==> config.mk <==
export PLATFORM = sky130hd
export DESIGN_NAME = rf_write_arbiter
export DESIGN_NICKNAME = d
export VERILOG_FILES = /design/src/rtl/hack_rf_pkg.sv /design/src/rtl/rf_init_sweeper.sv /design/src/rtl/rf_write_arbiter.sv
export SDC_FILE = /design/constraint.sdc
export NUM_CORES = 1
export LEC_CHECK = 0
export BUFFER_PORTS_ARGS = -buffer_cell sky130_fd_sc_hd__buf_2
export CAP_MARGIN = 20
export CELL_PAD_IN_SITES_DETAIL_PLACEMENT = 0
export CELL_PAD_IN_SITES_GLOBAL_PLACEMENT = 1
export CORE_MARGIN = 3
export CORE_UTILIZATION = 32
export DETAILED_ROUTE_END_ITERATION = 7
export MAX_ROUTING_LAYER = met4
export PLACE_DENSITY = 0.78
export SLEW_MARGIN = 20
export SYNTH_ARGS = -nofsm -noshare
export SYNTH_HDL_FRONTEND = slang
export SYNTH_SLANG_ARGS = --single-unit
==> constraint.sdc <==
create_clock -name CLK -period 2.11 [get_ports CLK]
set_clock_uncertainty 0.1 [all_clocks]
set_input_delay 0.422 -clock CLK [delete_from_list [all_inputs] [get_ports CLK]]
set_output_delay 0.422 -clock CLK [all_outputs]
set_load 0.02 [all_outputs]
==> src/rtl/hack_rf_pkg.sv <==
// Shared definitions for the register-file write path: geometry, FSM
// encoding and a small saturating-increment helper.
package hack_rf_pkg;

    localparam int unsigned RF_DEPTH  = 32;
    localparam int unsigned RF_ADDR_W = 5;
    localparam int unsigned RF_DATA_W = 32;
    localparam int unsigned STARVE_W  = 4;

    typedef enum logic {
        ST_INIT = 1'b0,
        ST_RUN  = 1'b1
    } rf_state_e;

    // Increment that sticks at all-ones instead of wrapping.
    function automatic logic [STARVE_W-1:0] sat_inc(input logic [STARVE_W-1:0] v);
        return (v == '1) ? v : v + 1'b1;
    endfunction

endpackage

==> src/rtl/rf_init_sweeper.sv <==
// Address generator for the zero-fill sweep: a 5-bit up counter with a
// flag marking the final register address.
module rf_init_sweeper
    import hack_rf_pkg::*;
(
    input  logic                 CLK,
    input  logic                 RESET_N,
    input  logic                 restart,
    input  logic                 en,
    output logic [RF_ADDR_W-1:0] addr,
    output logic                 done
);

    // Sweep counter: restart pulls it back to 0, otherwise advance per write.
    always_ff @(posedge CLK or negedge RESET_N) begin
        if (!RESET_N) begin
            addr <= '0;
        end else if (restart) begin
            addr <= '0;
        end else if (en) begin
            addr <= addr + 1'b1;
        end
    end

    assign done = (addr == RF_ADDR_W'(RF_DEPTH - 1));

endmodule

==> src/rtl/rf_write_arbiter.sv <==
// Two-port write arbiter in front of a 2R1W register file. Zero-fills the
// file after reset or clear, then arbitrates core writeback (port 0, default
// priority) against loader/debug (port 1, starvation-protected).
module rf_write_arbiter
    import hack_rf_pkg::*;
#(
    parameter int unsigned STARVE_LIMIT = 4,
    parameter bit          ZERO_R0      = 1'b1
) (
    input  logic                 CLK,
    input  logic                 RESET_N,
    input  logic                 clear,
    input  logic                 req0,
    input  logic [RF_ADDR_W-1:0] addr0,
    input  logic [RF_DATA_W-1:0] data0,
    output logic                 gnt0,
    input  logic                 req1,
    input  logic [RF_ADDR_W-1:0] addr1,
    input  logic [RF_DATA_W-1:0] data1,
    output logic                 gnt1,
    output logic                 RF_WE,
    output logic [RF_ADDR_W-1:0] RF_RW,
    output logic [RF_DATA_W-1:0] RF_DW,
    output logic                 init_done
);

    localparam logic [STARVE_W-1:0] LIMIT = STARVE_W'(STARVE_LIMIT);

    rf_state_e              state, state_next;
    logic [STARVE_W-1:0]    starve;
    logic                   force1;
    logic                   sweep_en;
    logic                   sweep_done;
    logic [RF_ADDR_W-1:0]   sweep_addr;
    logic [RF_ADDR_W-1:0]   wr_addr;
    logic [RF_DATA_W-1:0]   wr_data;
    logic                   wr_discard;

    rf_init_sweeper u_sweeper (
        .CLK     (CLK),
        .RESET_N (RESET_N),
        .restart (clear),
        .en      (sweep_en),
        .addr    (sweep_addr),
        .done    (sweep_done)
    );

    // State register.
    always_ff @(posedge CLK or negedge RESET_N) begin
        if (!RESET_N) begin
            state <= ST_INIT;
        end else begin
            state <= state_next;
        end
    end

    // Next state, sweep enable and grant decision.
    always_comb begin
        state_next = state;
        gnt0       = 1'b0;
        gnt1       = 1'b0;
        sweep_en   = 1'b0;
        force1     = req1 && (starve == LIMIT);
        case (state)
            ST_INIT: begin
                if (!clear) begin
                    sweep_en = 1'b1;
                    if (sweep_done) state_next = ST_RUN;
                end
            end
            ST_RUN: begin
                if (clear) begin
                    state_next = ST_INIT;
                end else if (req1 && (force1 || !req0)) begin
                    gnt1 = 1'b1;
                end else if (req0) begin
                    gnt0 = 1'b1;
                end
            end
            default: state_next = ST_INIT;
        endcase
    end

    // Starvation counter for port 1, only meaningful while running.
    always_ff @(posedge CLK or negedge RESET_N) begin
        if (!RESET_N) begin
            starve <= '0;
        end else if (state == ST_RUN && req1 && !gnt1) begin
            starve <= sat_inc(starve);
        end else begin
            starve <= '0;
        end
    end

    assign wr_addr    = gnt1 ? addr1 : addr0;
    assign wr_data    = gnt1 ? data1 : data0;
    assign wr_discard = ZERO_R0 && (wr_addr == '0);

    // Registered drive of the file's write port: sweep zeros, accepted
    // writes, or an idle cycle that holds address/data.
    always_ff @(posedge CLK or negedge RESET_N) begin
        if (!RESET_N) begin
            RF_WE <= 1'b0;
            RF_RW <= '0;
            RF_DW <= '0;
        end else if (sweep_en) begin
            RF_WE <= 1'b1;
            RF_RW <= sweep_addr;
            RF_DW <= '0;
        end else if (gnt0 || gnt1) begin
            RF_WE <= !wr_discard;
            RF_RW <= wr_addr;
            RF_DW <= wr_data;
        end else begin
            RF_WE <= 1'b0;
        end
    end

    assign init_done = (state == ST_RUN);

endmodule

=== Yosys cells after proc, flatten, opt, wreduce, memory -nomap -nowiden ===
Index checks and enable logic that the tools add are counted.

* Flip-flop bits (word level): 48
* Memory bits (read-only): 0
* Bits of input ports: 79
* Output and inout port bits: 41
* Bits in latches: 0
* RAM bits: 0
* Memories: 0

* Multiply operators: 0
* Add/subtract/negate cells: 2
* Reduce and logical (&&, ||, !) cells: 12
* Shifts and indexed selects: 0
* $lt $le $gt $ge: 0
* Bitwise gates (word level): 1
* Divide/modulo/power cells: 0
* Eq/ne operators: 4
* Mux-type cells: 24

{| class="wikitable"
|+ Operators with widths
! kind !! number
|-
| 32-bit 2-to-1 mux || 3
|-
| 5-bit 2-to-1 mux || 5
|-
| 1-bit 2-to-1 mux || 13
|-
| 4-bit 2-to-1 mux || 2
|-
| 5-bit by 1-bit adder with 5-bit output (second input constant) || 1
|-
| 5-bit equality test (second input constant) || 1
|-
| 5-bit logical NOT || 1
|-
| 4-bit by 1-bit adder with 4-bit output (second input constant) || 1
|-
| 4-bit by 3-bit equality test with 1-bit output (second input constant) || 1
|-
| 4-bit equality test (second input constant) || 1
|-
| 1-bit logical AND || 4
|-
| 2-bit nonzero test || 2
|-
| 1-bit logical NOT || 3
|-
| 1-bit logical OR || 2
|-
| 2-bit != test (second input constant) || 1
|-
| 1-bit one-hot mux with 2 select lines || 1
|-
| 1-bit NOT || 1
|}

=== Logic depth before layout (Yosys ltp) ===
* Word-level depth: 12
* Mapped depth: 8

=== Modules after synthesis ===
A second synthesis with hierarchy kept.

* Cell total of the unflattened synthesis: 265
* Area total of the unflattened synthesis: 2418.6 um^2

{| class="wikitable"
|+ Modules (own cells, without submodules)
! module !! area each (um^2) !! cells an instance !! times used !! sequential area each (um^2)
|-
| rf_write_arbiter || 2142.1 || 243 || 1 || 1076.0
|-
| rf_init_sweeper || 276.5 || 22 || 1 || 125.1
|}

=== Worst setup path after synthesis ===
OpenSTA, ideal clock, no wires.

* Path type: register -> output
* From: register starve[0]
* To: output port gnt1
* Slack: 289 ps
* Cell stages (with the launch flop): 7
* Data arrival time: 1299 ps
* Cells stage by stage: dfrtp_1 -> inv_1 -> ha_1 -> nand4b_1 -> buf_4 -> a21oi_4 -> buf_6

* Longest elaborated chain between the ends: 7

{| class="wikitable"
|+ Ends and longest elaborated chain
! what !! RTL line !! RTL
|-
| from (decl) || rf_write_arbiter.sv:30 || <nowiki>logic [STARVE_W-1:0] starve;</nowiki>
|-
| from (signal assigned) || rf_write_arbiter.sv:89 || <nowiki>starve <= sat_inc(starve);</nowiki>
|-
| 4-bit by 3-bit equality test with 1-bit output || rf_write_arbiter.sv:63 || <nowiki>force1 = req1 && (starve == LIMIT);</nowiki>
|-
| 1-bit logical AND || rf_write_arbiter.sv:63 ||
|-
| 1-bit logical OR || rf_write_arbiter.sv:74 || <nowiki>end else if (req1 && (force1 || !req0)) begin</nowiki>
|-
| 1-bit logical AND || rf_write_arbiter.sv:74 ||
|-
| 1-bit 2-to-1 mux || rf_write_arbiter.sv:74 ||
|-
| 1-bit 2-to-1 mux || rf_write_arbiter.sv:72 || <nowiki>if (clear) begin</nowiki>
|-
| 1-bit 2-to-1 mux || rf_write_arbiter.sv:64 || <nowiki>case (state)</nowiki>
|-
| to (decl) || rf_write_arbiter.sv:20 || <nowiki>output logic gnt1,</nowiki>
|}

Every way passes these cells.

=== Worst setup path after layout ===
* From: register starve[1]
* To: output port gnt1

The elaborated chain is that of the path after synthesis.

==> flow_summary.yaml <==
yosys:
  synth_fp_nets: 358
  async_reset_ff_share_pct: 100
  syn_area_mm2: 0.00241
  syn_avg_cell_area_um2: 8.76
  synthFlopType: "dfrtp_1"
  synth.ff_latch_count: 48
  syn-instance-count: 275
  synthTopCellsByCount: "nand2_1 (67), dfrtp_1 (48), nand3_1 (35), nand4_1 (32), nor2_1 (16)"
  synth_top_cell_by_area: "dfrtp_1"
  synthTopCellsByArea: "dfrtp_1 (50%), nand2_1 (10%), nand4_1 (8.3%)"
  ys_types: 34
  synth_enable_flop_cells: 0
  yosysMostFrequentCell: "nand2_1"
  seq_area_frac_synth_pct: 49.8
  synth_top_area_share_pct: 49.8
  yosys_warnings: 0
route:
  drcViolationCount: 0
  drt_wl_total_um: 7470
  dr_wl_met3_um: 632
  wl_met2_um: 3370
  ant_nets: 0
  viasPerCell: 5.11
  drt_iter0_drc: 138
  wl_met1_um: 3390
  wl_per_cell_um: 15.1
  top_layer: "met4"
  drtPass1Iterations: 5
  vias: 2523
die:
  die_h_um: 92.8
  dieArea_mm2: 0.00861
  die_x_um: 92.8
  core-area_mm2: 0.00729
  io_pins: 120
  rows: 31
  initial_core_util_pct: 33.0
layout:
  final_nets: 477
  antenna_cells: 0
  layout-drive-gt1-share_pct: 37.2
  final_cells: 494
  finish.utilization_pct: 44.6
  area_growth_pct: 34.9
  n_fill_cell: 770
worst_hold_path:
  hp-class: "primary input to register"
power:
  power_switching_share_pct: 26.4
  power.total_mw: 1.70
  leakage_nw: 1.74
  powerDensity_mw_per_mm2: 524
  p_clk_share_pct: 33.0
  seq_power_share_pct: 55.5
  power.switching_mw: 0.450
  peakVddDrop_uv: 267
  power_frac_comb_pct: 11.5
  p_int_mw: 1.25
placement:
  io_buffers: 119
  dp_hpwl_um: 5340
  dpl_worst_slack_ps: 120
  dp_cells: 481
  routabilityCongestion: 0.811
timing:
  relSlewSlack_pct: 67.8
  hold_viol_final: 0
  tightestPinTransition_ps: 483
  fin_crit_ps: 2090
  rsz0062_at_grt: "true"
  fin_ws_ps: 18.4
  setup_violations: 0
  slew_viol_final: 0
  post-route-period-util_pct: 99.1
  fmax_mhz: 478
worst_setup_path:
  slowest_stage: "dfrtp_1"
  critical_path.reg2reg.endpoint: "RF_WE"
  endpoint_kind: "output port"
  required_ps: 1590
  cp.depth: 5
  rrSetupSlack_ps: 180
  crit_end: "gnt1"
  r2r_cells: 7
  worstSetupStartpoint: "starve[1]"
  cpLargestDelayFamily: "flip-flops"
  rr_startpoint: "starve[1]"
  crit_arrival_ps: 1570
  crit_chain: "inv_1 > ha_1 > nand4b_1 > a21oi_4 > buf_6"
  crit_fanout: 4
  critical-path-max-stage-delay_ps: 400
  cp-start-kind: "register"
  path_class: "register to output port"
  cp.buffers_inverters: 2
global_routing:
  grt_max_degree: 34
  grt_pass1_vias: 2462
  grt_use_total_pct: 17.8
  antenna_found_initial: 0
  overflow: 0
  grt_pass1_wl_um: 12000
clock_network:
  cts.sinks: 48
  clk_latency_ps: 300
  htreeDepth: 2
  clk_pin_slew_ps: 100
  cts_buffer_depth: 2
  cts_tree: "done"
  numCtsBuffers: 5
  cts-root-buf: "clkbuf_8"
flow_run:
  max_cap_viol_count: 0
run_status:
  status: "finished, final reports clean"
[worst min-delay path by stage]
| stage | start | slack [ps] | cells after the start | end |
|---|---|---|---|---|
| 4_1_cts | data1[4] | 220 | 3 | RF_DW[4] |
| 2_1_floorplan | RESET_N | 30 | 0 | RF_DW[0] |
| 3_3_place_gp | RESET_N | 310 | 1 | RF_DW[15] |
| 5_1_grt | data1[26] | 210 | 3 | RF_DW[26] |
| 3_5_place_dp | RESET_N | 310 | 1 | RF_DW[16] |
| 6_report | data1[4] | 220 | 3 | RF_DW[4] |
[kinds of logic after synthesis]
logic type / Yosys count / share of synthesized area [%]
buffers and inverters: 26 / 5.50
adders and majority gates: 4 / 2.08
xor gates and xnor gates: 3 / 1.09
and+or+nand+nor: 171 / 34.5
DFF: 48 / 49.8
AOI/OAI and AO/OA: 19 / 5.14
muxes: 4 / 1.87
[tightest hold or removal path, stage by stage]
cell	delay (ps)
buf_2	70
nand2_1	40
nand3_1	60
[state kept, by name, summed over array words and instances, names as in the netlist]
name and count:
RF_RW 5, init_done 1, u_sweeper.addr 5, starve 4
RF_WE 1, RF_DW 32
[cell type report]
class | instances | area [µm²] | area share [%]
clock buffer | 5 | 68.8 | 2.12
clock inverter | 3 | 18.8 | 0.577
inverter | 3 | 11.3 | 0.346
multi-input combinational | 201 | 1080 | 33.3
sequential | 48 | 1200 | 37.0
tap | 99 | 124 | 3.81
timing repair buffer | 135 | 743 | 22.9
[placed cells by master (no fill, tap or decap), types with 4 or more instances in the layout]
cell type and instances:
nor2b_1 5, buf_4 14, buf_2 117, nor2_1 16, nand3_1 35, ha_1 4, nand2_1 67, clkbuf_8 5
a21oi_1 8, dfrtp_1 48, nand4_1 32
[metal layers]
metal | up-vias | GRT usage [%]
li1 | 1196 | -
met1 | 1202 | 24.7
met2 | 117 | 26.5
met3 | 8 | 4.22
met4 | 0 | 4.15
met5 | - | -
[power groups by stage]
stage | combinational (mW) | sequential [mW] | clock, mW
2_1_floorplan | 0.0543 | 0.974 | 0
3_3_place_gp | 0.198 | 0.964 | 0
3_5_place_dp | 0.197 | 0.963 | 0
4_1_cts | 0.198 | 0.946 | 0.585
5_1_grt | 0.218 | 0.949 | 0.624
6_report | 0.196 | 0.946 | 0.561
[per-stage QoR]
| step | cell area, µm² | setup TNS [ps] | hold WS (ps) |
|---|---|---|---|
| global route | 3250 | -134 | 213 |
| floorplan | 2410 | 0 | 26.4 |
| detailed placement | 3110 | 0 | 310 |
| finish | 3250 | 0 | 224 |
| global placement | 3110 | 0 | 309 |
| CTS | 3240 | 0 | 216 |
[timing repair]
action / in CTS / in global routing
hold buffers: 1 / 0
gates resized for setup: 2 / 4
buffers inserted: 4 / 0
setup endpoints to repair: 2 / 2
endpoints found under the hold margin: 19 / 0
pin swaps: 1 / 2
(Power assumes the default switching activity.)
